===== config.mk =====
export PLATFORM = sky130hd
export DESIGN_NAME = sub_borrow_serial
export DESIGN_NICKNAME = d
export VERILOG_FILES = /design/src/rtl/sub_serial_pkg.sv /design/src/rtl/sub_chunk.sv /design/src/rtl/sub_borrow_serial.sv
export SDC_FILE = /design/constraint.sdc
export NUM_CORES = 1
export LEC_CHECK = 0
export CAP_MARGIN = 10
export CORE_ASPECT_RATIO = 0.6
export CORE_MARGIN = 2
export CORE_UTILIZATION = 50
export DETAILED_ROUTE_END_ITERATION = 12
export GPL_TIMING_DRIVEN = 0
export PLACE_DENSITY = 0.79
export SETUP_SLACK_MARGIN = 0.1
export SYNTH_ARGS = -nofsm -noshare
export SYNTH_HDL_FRONTEND = slang
export SYNTH_SLANG_ARGS = --single-unit

===== constraint.sdc =====
create_clock -name clk -period 7.4 [get_ports clk]
set_clock_uncertainty 0.2 [all_clocks]
set_input_delay 1.48 -clock clk [delete_from_list [all_inputs] [get_ports clk]]
set_output_delay 1.48 -clock clk [all_outputs]
set_load 0.01 [all_outputs]

===== src/rtl/sub_serial_pkg.sv =====
// Shared types and helpers for the chunked serial borrow subtractor.
package sub_serial_pkg;

    typedef enum logic [1:0] {
        IDLE = 2'd0,
        CALC = 2'd1,
        DONE = 2'd2
    } sub_state_e;

    // Width of the chunk counter; a single-chunk build still needs one bit.
    function automatic int cnt_width(input int nchunk);
        return (nchunk > 1) ? $clog2(nchunk) : 1;
    endfunction

endpackage


===== src/rtl/sub_chunk.sv =====
// One CHUNK-bit slice of the borrow chain, evaluated at CHUNK+1 bits so the
// borrow out is simply the MSB of the widened difference.
module sub_chunk #(
    parameter int CHUNK = 4
) (
    input  logic [CHUNK-1:0] a,
    input  logic [CHUNK-1:0] b,
    input  logic             bin,
    output logic [CHUNK-1:0] d,
    output logic             bout
);

    logic [CHUNK:0] full;

    // Widened subtract; a wrap below zero sets the extra MSB, which is the borrow.
    always_comb begin
        full = {1'b0, a} - {1'b0, b} - {{CHUNK{1'b0}}, bin};
        d    = full[CHUNK-1:0];
        bout = full[CHUNK];
    end

endmodule


===== src/rtl/sub_borrow_serial.sv =====
// Multi-cycle unsigned subtractor: diff = in0 - in1 - borrow_in, computed
// CHUNK bits per cycle from the LSB chunk up, with a valid/ready interface on
// both sides. One shared sub_chunk is muxed across slices by the chunk counter.
module sub_borrow_serial
    import sub_serial_pkg::*;
#(
    parameter int WIDTH = 16,
    parameter int CHUNK = 4
) (
    input  logic             clk,
    input  logic             rst_n,
    input  logic             in_valid,
    output logic             in_ready,
    input  logic [WIDTH-1:0] in0,
    input  logic [WIDTH-1:0] in1,
    input  logic             borrow_in,
    output logic             out_valid,
    input  logic             out_ready,
    output logic [WIDTH-1:0] diff,
    output logic             borrow_out
);

    localparam int NCHUNK = WIDTH / CHUNK;
    localparam int CW     = cnt_width(NCHUNK);
    localparam logic [CW-1:0] LAST = CW'(NCHUNK - 1);

    if ((CHUNK < 1) || (CHUNK > WIDTH) || ((WIDTH % CHUNK) != 0)) begin : g_bad_params
        $error("sub_borrow_serial: WIDTH must be a positive multiple of CHUNK");
    end

    sub_state_e       state;
    logic [CW-1:0]    cnt;
    logic [WIDTH-1:0] a_reg;
    logic [WIDTH-1:0] b_reg;
    logic             bor;

    logic             accept;
    logic             step;
    logic             last_step;

    logic [CHUNK-1:0] a_slice [NCHUNK];
    logic [CHUNK-1:0] b_slice [NCHUNK];
    logic [CHUNK-1:0] a_k;
    logic [CHUNK-1:0] b_k;
    logic [CHUNK-1:0] d_k;
    logic             bout_k;

    assign in_ready  = (state == IDLE);
    assign out_valid = (state == DONE);
    assign accept    = in_valid && (state == IDLE);
    assign step      = (state == CALC);
    assign last_step = step && (cnt == LAST);

    assign a_k = a_slice[cnt];
    assign b_k = b_slice[cnt];

    sub_chunk #(.CHUNK(CHUNK)) u_chunk (
        .a    (a_k),
        .b    (b_k),
        .bin  (bor),
        .d    (d_k),
        .bout (bout_k)
    );

    for (genvar k = 0; k < NCHUNK; k++) begin : g_slice
        logic [CHUNK-1:0] q;

        assign a_slice[k]             = a_reg[k*CHUNK +: CHUNK];
        assign b_slice[k]             = b_reg[k*CHUNK +: CHUNK];
        assign diff[k*CHUNK +: CHUNK] = q;

        // Each diff slice loads only in the CALC cycle that owns it and holds otherwise.
        always_ff @(posedge clk) begin
            if (!rst_n) begin
                q <= '0;
            end else if (step && (cnt == CW'(k))) begin
                q <= d_k;
            end
        end
    end

    // Sequencer: IDLE -> CALC for NCHUNK cycles -> DONE until the consumer takes the result.
    always_ff @(posedge clk) begin
        if (!rst_n) begin
            state <= IDLE;
            cnt   <= '0;
        end else begin
            case (state)
                IDLE: begin
                    if (accept) begin
                        cnt   <= '0;
                        state <= CALC;
                    end
                end
                CALC: begin
                    if (last_step) begin
                        cnt   <= '0;
                        state <= DONE;
                    end else begin
                        cnt <= cnt + 1'b1;
                    end
                end
                DONE: begin
                    if (out_ready) begin
                        state <= IDLE;
                    end
                end
                default: begin
                    state <= IDLE;
                end
            endcase
        end
    end

    // Operands are captured at acceptance so the producer may move on immediately;
    // the running borrow starts from borrow_in and then follows the chunk chain.
    always_ff @(posedge clk) begin
        if (!rst_n) begin
            a_reg <= '0;
            b_reg <= '0;
            bor   <= 1'b0;
        end else if (accept) begin
            a_reg <= in0;
            b_reg <= in1;
            bor   <= borrow_in;
        end else if (step) begin
            bor <= bout_k;
        end
    end

    // The final chunk's borrow is the borrow out of the whole word.
    always_ff @(posedge clk) begin
        if (!rst_n) begin
            borrow_out <= 1'b0;
        end else if (last_step) begin
            borrow_out <= bout_k;
        end
    end

endmodule


==> results.md, run 1 <==
- The run finished with clean final reports.
- Detailed placement finished with a half-perimeter wire length of 4490 um.
- The count of nets left with antenna violations once routing finished came out at 0.
- STA classifies the critical path endpoint as a flip-flop.
- The power density relative to cell area is 195 mW/mm2.
- The worst-case IR drop observed on VDD is 0.120 mV.
- The sequential fraction of the synthesis area is 43.1%.
- For this run, design rule violations remaining after detail routing come to 0.
- The cell type of the slowest stage on the worst timing path is sky130_fd_sc_hd__nor3b_2.
- Global routing finished with a remaining overflow of 0.
- The max-slew headroom at the worst pin is 55.1%.
- The data required time at the worst endpoint is 7430 ps.
- On the worst path, the slowest cell contributes a delay of 570 ps.
- The critical path contains buffers and inverters numbering 2 combined.
- The worst setup path is launched from an input port.
- In this run the count of I/O pins placed on the die edge is 56.
- The DRC marker count from the first detailed-route iteration is 104.
- The initial antenna violation count is 0.
- Grouping stages by cell kind, the critical path spends the most delay in buffers and inverters.
- The die is 95.5 um wide.
- Of the cells placed in the final design, the portion with a size suffix greater than 1 is 4.62%.
- The TritonCTS clock tree is yes.
- The hold buffer count at cts is 0.
- The aggregate negative setup slack is 0 ps.
- The final count of negative-setup-slack endpoints is 0.
- After clock tree synthesis, the clock-pin slew on the worst setup and hold paths is 90 ps.
- The maximum fanout count along the critical path is 10.
- Entering global routing, the biggest net connects 16 pins.
- The total via count in the routed design is 2164.
- The height of the chip is 58.9 um.
- For this run, the share of the core covered by cells in the final layout is 68.8%.
- After clock tree synthesis, the repair step resized 0 gates.
- The static leakage is 0.00128 uW.
- The tightest min-delay check is of the flip-flop to flip-flop type.
- The initial core utilization is 53.3%.
- The number of nets in the synthesized netlist is 331.
- Data on the critical path arrives at its endpoint at 3320 ps.
- The final max-slew violation count is 0.
- At the end of routability-driven placement, the weighted congestion stood at 0.833.
- The mapped netlist covers 0.00251 mm2.
- The maximum clock frequency is 304 MHz.
- Synthesis handed over a netlist of 284 instances.
- The mean cell area of the mapped netlist is 8.84 um2.
- For the pin with the worst max-slew slack, the measured transition is 670 ps.
- The H-tree was split into 2 levels.
- Subtracting the final worst setup slack from the clock period gives 3290 ps.
- The Yosys step of the flow raised 0 warnings.
- The net count of the finished layout is 392.
- The netlist uses 31 different library cells.
- The root buffer cell is sky130_fd_sc_hd__clkbuf_8.
- The post-CTS setup repair buffer count is 0.
- Setup repair after global routing left no endpoint under its margin.
- The worst slack at placement is 3800 ps.
- The worst setup slack after layout is 4110 ps.
- The number of antenna diodes in the final layout is 0.
- In this run, synthesis produced a sequential element count of 54.
- Using the TritonRoute via totals, the vias-per-cell ratio works out to 5.29.
- The number of global-route vias before repair is 2049.
- The finished cells cover 0.00324 mm2.
- The critical path goes through clkdlybuf4s50_1 > nor3b_2 > clkbuf_1 > nand2_1 > a21oi_1.
- The routed length per placed instance is 14.9 um.
- The number of max-cap violations is 0.
- The standard cell area after detailed placement is 0.00313 mm2.
- The path type of the worst setup path is input port to flip-flop.
- The worst hold slack across all endpoints is 263 ps.
- The first detailed-routing pass ran for 6 iterations.
- The die covers 0.00562 mm2.
- The core region is 0.00471 mm2.
- The count of endpoints failing hold in the final timing report is 0.
- The most common cell after layout, fill and taps aside is sky130_fd_sc_hd__nand2_1.
- The later-pin clock latency in the skew report is 310 ps.
- The total wirelength of the detailed-routed design is 6080 um.
- Global routing used 23.2% of the available tracks.
- The clock drives 54 sinks.
- The global-route wire length before repair is 9760 um.
- The final cycle utilization of the critical path is 44.5%.
- The largest buffer count on any clock path is 2.
- The library cells used most frequently in the layout, excluding fill and tap cells, are sky130_fd_sc_hd__nand2_1, sky130_fd_sc_hd__dfxtp_1, sky130_fd_sc_hd__clkdlybuf4s50_1.
- The number of buffers created by CTS is 5.
- The number of input and output port buffers inserted is 54.
- In this run the core area contains 19 standard-cell rows.
- Relative to the synthesized area, the layout overhead comes to 29.1%.
==> worst min-delay path, cell delays in order, from the launching register on <==
cell and delay, ps:
sky130_fd_sc_hd__dfxtp_1 320, sky130_fd_sc_hd__nand2_1 50, sky130_fd_sc_hd__a21oi_1 50
==> per-layer routing <==
layer | vias up | track usage (%) | part of all wire (%)
li1 | 1077 | - | -
met1 | 991 | 34.2 | 48
met4 | 0 | 7.76 | 1.3
met5 | - | 0 | 0
met2 | 89 | 33.8 | 42
met3 | 7 | 5.38 | 9.1
==> through the flow <==
| step | instances | total power (uW) |
|---|---|---|
| after floorplan | 284 | 396 |
| after global placement | 401 | 444 |
| after detailed placement | 401 | 447 |
| after CTS | 409 | 633 |
| after global routing | 409 | 661 |
| final | 409 | 631 |
==> cell families after synthesis <==
group | count (synthesis) | share of synthesized area (%)
simple gates | 116 | 19.5
flops | 54 | 43.1
buf+inv | 33 | 6.03
fa+ha+maj | 10 | 5.58
xor+xnor | 2 | 0.698
mux | 12 | 9.82
compound gates | 57 | 15.3
==> synthesized netlist by cell type <==
cell type,number,area [um2]
sky130_fd_sc_hd__and4b_1,1,10.0
sky130_fd_sc_hd__xnor2_1,2,17.5
sky130_fd_sc_hd__clkbuf_8,1,13.8
sky130_fd_sc_hd__mux4_1,7,184
sky130_fd_sc_hd__nor3_1,1,5.00
sky130_fd_sc_hd__clkbuf_1,15,56.3
sky130_fd_sc_hd__and3b_1,4,35.0
sky130_fd_sc_hd__o22ai_1,1,6.26
sky130_fd_sc_hd__a22oi_1,1,7.51
sky130_fd_sc_hd__buf_6,2,22.5
sky130_fd_sc_hd__dfxtp_1,54,1080
sky130_fd_sc_hd__a21o_1,3,22.5
sky130_fd_sc_hd__ha_1,8,100
sky130_fd_sc_hd__nor2_1,26,97.6
sky130_fd_sc_hd__nand2_1,76,285
sky130_fd_sc_hd__o211ai_1,1,7.51
sky130_fd_sc_hd__a21boi_0,20,150
sky130_fd_sc_hd__mux2i_1,4,40.0
sky130_fd_sc_hd__a211oi_1,8,60.1
sky130_fd_sc_hd__nand3_1,2,10.0
sky130_fd_sc_hd__nand2b_1,1,6.26
sky130_fd_sc_hd__mux4_2,1,22.5
sky130_fd_sc_hd__a21oi_1,19,95.1
sky130_fd_sc_hd__fa_1,2,40.0
sky130_fd_sc_hd__o21ai_0,1,5.00
sky130_fd_sc_hd__a311o_1,3,30.0
sky130_fd_sc_hd__and2_4,1,8.76
sky130_fd_sc_hd__buf_2,2,10.0
sky130_fd_sc_hd__nor2b_1,3,18.8
sky130_fd_sc_hd__inv_1,13,48.8
sky130_fd_sc_hd__nor3b_2,1,12.5
==> final cells by class <==
class,instances,area [um2]
fill,396,1470
multi-input combinational,197,1280
sequential,54,1080
timing repair buffer,54,541
clock buffer,8,110
buffer,20,103
tap,63,78.8
inverter,13,48.8
==> power breakdown <==
part	switching, uW	internal [uW]	leakage [uW]	total (uW)
sequential	8.82	307	0.000441	316
clock	94.3	94.6	0.0000575	189
combinational	65.1	60.9	0.000776	126
==> final timing paths <==
path                               start              end  slack (ps)  cells after the start
worst min register to register  b_reg[0]         b_reg[0]         260                      2
worst max-delay path            in_valid         b_reg[3]        4110                      5
worst min-delay path            b_reg[0]         b_reg[0]         260                      2
worst max register to register    cnt[1]  g_slice[2].q[3]        4240                      9
Note: power is estimated with default switching activity, not from simulation.
==> run 2, diff against run 1 <==
Clock period 7.4 ns to 3.3 ns, I/O delays scaled along.
==> results.md, run 2 (same netlist as run 1, synthesis figures left out) <==
- The flow ran to the end, and the final reports show no timing, DRC or antenna violations.
- The number of input and output port buffers inserted is 54.
- The post-CTS setup repair buffer count is 0.
- The post-route cell area is 0.00324 mm2.
- The first detailed-routing pass took 7 iterations.
- The area of the core region is 0.00471 mm2.
- At the pin with the least slew margin, the transition time is 676 ps.
- The final count of negative-setup-slack endpoints is 0.
- The repair_antennas step left the layout with diodes totalling 0.
- After detailed routing, the number of remaining DRC violations is 0.
- In this run the worst path has a maximum fanout of 9.
- The DRC marker count from the first detailed-route iteration is 75.
- Counting stages on the worst path, the most repeated cell is sky130_fd_sc_hd__fa_1.
- The estimated wirelength of the detail-placed design is 4490 um.
- The later-pin clock latency in the skew report is 300 ps.
- The class of the tightest hold or removal check is flip-flop to flip-flop.
- Data on the critical path is required at its endpoint by 3340 ps.
- The sequential share of power is 50.1%.
- The destination of the worst register-to-register timing path is g_slice[3].q[2].
- The delay of the slowest critical-path stage is 640 ps.
- The total wirelength of the detailed-routed design is 6090 um.
- After clock tree synthesis, the clock-pin slew on the worst setup and hold paths is 90 ps.
- The total via count in the routed design is 2139.
- The hold buffer count at cts is 0.
- The global-route wire length before repair is 9760 um.
- The worst hold path begins at b_reg[2].
- The library cell used most frequently in the layout, excluding fill and tap cells, is sky130_fd_sc_hd__nand2_1.
- The aggregate negative setup slack is 0 ps.
- The peak ir drop on the vdd network is 0.269 mV.
- The number of max-cap violations is 0.
- The longest clock path from root to sink contains 2 buffers.
- Dividing total power by cell area gives a power density of 436 mW/mm2.
- The worst pin sits at a relative slew slack of 54.8%.
- The number of cell instances on the worst register-to-register path is 7.
- Row generation in the floorplan step produced 19 rows.
- The count of nets left with antenna violations after detail routing is 0.
- The height of the chip is 58.9 um.
- The clock network accounts for 29.8% of the total power.
- The number of cells in the design after placement is 401.
- The internal power component is 1040 uW.
- The utilization after layout is 68.8%.
- The worst setup path is launched from a flip-flop.
- The top-level port count is 56.
- The number of global-route vias before repair was 2049.
- The switching power summed over all nets is 375 uW.
- The smallest clock period supported by the final layout is computed as 3030 ps.
- The die is 95.5 um wide.
- The final max-slew violation count is 0.
- The net count of the finished layout is 392.
- The congestion estimate from routability-driven global placement came to 0.833.
- Leaving out fill and tap cells, the most frequent cells in the layout are sky130_fd_sc_hd__nand2_1, sky130_fd_sc_hd__dfxtp_1, sky130_fd_sc_hd__clkdlybuf4s50_1.
- The type of element capturing the critical path is a flip-flop.
- Along the worst hold path, the cell count comes to 2.
- The design draws 1410 uW.
- Summing all placed instances gives a cell area of 0.00313 mm2.
- The worst register-to-register path has a setup slack of 270 ps.
- The clock sink total is 54.
- The area added between synthesis and finish is 29.1%.
- In this run switching power makes up 26.6% of total power.
- The signal on the critical path passes through buf_6 > mux4_1 > fa_1 > fa_1 > xnor2_1 > mux2i_1 > nor2_1.
- The worst hold endpoint is b_reg[2].
- The initial antenna violation count is 0.
- By startpoint and endpoint, the worst setup path is classified as flip-flop to flip-flop.
- The remaining global-route overflow is 0.
- The vias per cell is 5.23.
- The analysis attributes to cell leakage a power of 0.00128 uW.
- TritonCTS built the clock tree.
- Buffers inserted during clock tree synthesis total 5.
- The post-cts gate resize count is 0.
- The data arrival time at the worst-slack endpoint is 3070 ps.
- The die area is 0.00562 mm2.
- The largest net degree at the start of global routing is 16.
- Global routing used 23.2% of the available tracks.
- Once the floorplan was initialized, standard cells occupied 53.3% of the core.
- Setup repair after global routing left no endpoint under its margin.
- Of the total power, combinational logic draws 20.1%.
- The number of standard cells in the final layout excluding fillers is 409.
- Of the available clock period, the critical path in the final layout requires 91.7%.
- The count of endpoints failing hold in the final timing report is 0.
- After detailed routing, the average wire length per cell comes to 14.9 um.
- Of the cells placed in the final design, the portion with a size suffix greater than 1 is 4.62%.
- The H-tree was split into 2 levels.
- The maximum clock frequency is 330 MHz.
- In this run the clock root is driven by a sky130_fd_sc_hd__clkbuf_8.
- In this run the critical register-to-register path is launched from cnt[0].
- Among all stages on the critical path, the largest delay is contributed by sky130_fd_sc_hd__mux4_1.
run 2: cell counts in the layout (fill, tap and decap cells not counted):
No cell type changed its count.
run 2: power by group through the flow:
stage | combinational (uW) | sequential [uW] | clock (uW)
2_1_floorplan | 167 | 720 | 0
3_3_place_gp | 274 | 721 | 0
3_5_place_dp | 280 | 723 | 0
4_1_cts | 283 | 708 | 429
5_1_grt | 311 | 714 | 457
6_report | 283 | 708 | 421
run 2: area by class of cell:
type | count | area [um2]
Buffer | 20 | 103
Timing Repair Buffer | 54 | 541
Fill cell | 396 | 1470
Tap cell | 63 | 78.8
Inverter | 13 | 48.8
Clock buffer | 8 | 110
Multi-Input combinational cell | 197 | 1280
Sequential cell | 54 | 1080
run 2: worst max path at each step:
stage	from	depth (start not counted)	endpoint	slack, ps
after global placement	cnt[1]	9	g_slice[2].q[3]	230
after global routing	cnt[0]	7	g_slice[3].q[2]	110
after CTS	cnt[1]	9	g_slice[0].q[3]	170
final	cnt[0]	7	g_slice[3].q[2]	270
after floorplan	cnt[1]	9	g_slice[0].q[3]	550
after detailed placement	cnt[1]	9	g_slice[0].q[3]	210
run 2: critical path: cells and delay by family (launching register included):
kind / cells / cell delay, ps
flip-flops: 1 / 380
adder cells (fa/ha/maj): 2 / 910
multiplexers: 2 / 780
buffers and inverters: 1 / 180
AND/OR/NAND/NOR: 1 / 110
XOR/XNOR: 1 / 410
run 2: layer usage:
| metal | up-vias | part of all wire, % | track usage, % |
|---|---|---|---|
| met2 | 79 | 42 | 33.8 |
| met5 | - | 0 | 0 |
| met1 | 979 | 47 | 34.2 |
| met4 | 0 | 1.5 | 7.76 |
| met3 | 9 | 9.5 | 5.38 |
| li1 | 1072 | - | - |
run 2: stage by stage:
| stage | hold WS, ps | worst slack, ps |
|---|---|---|
| final | 265 | 273 |
| after floorplan | 232 | 553 |
| after global placement | 237 | 234 |
| after detailed placement | 245 | 207 |
| after CTS | 267 | 172 |
| after global routing | 289 | 108 |
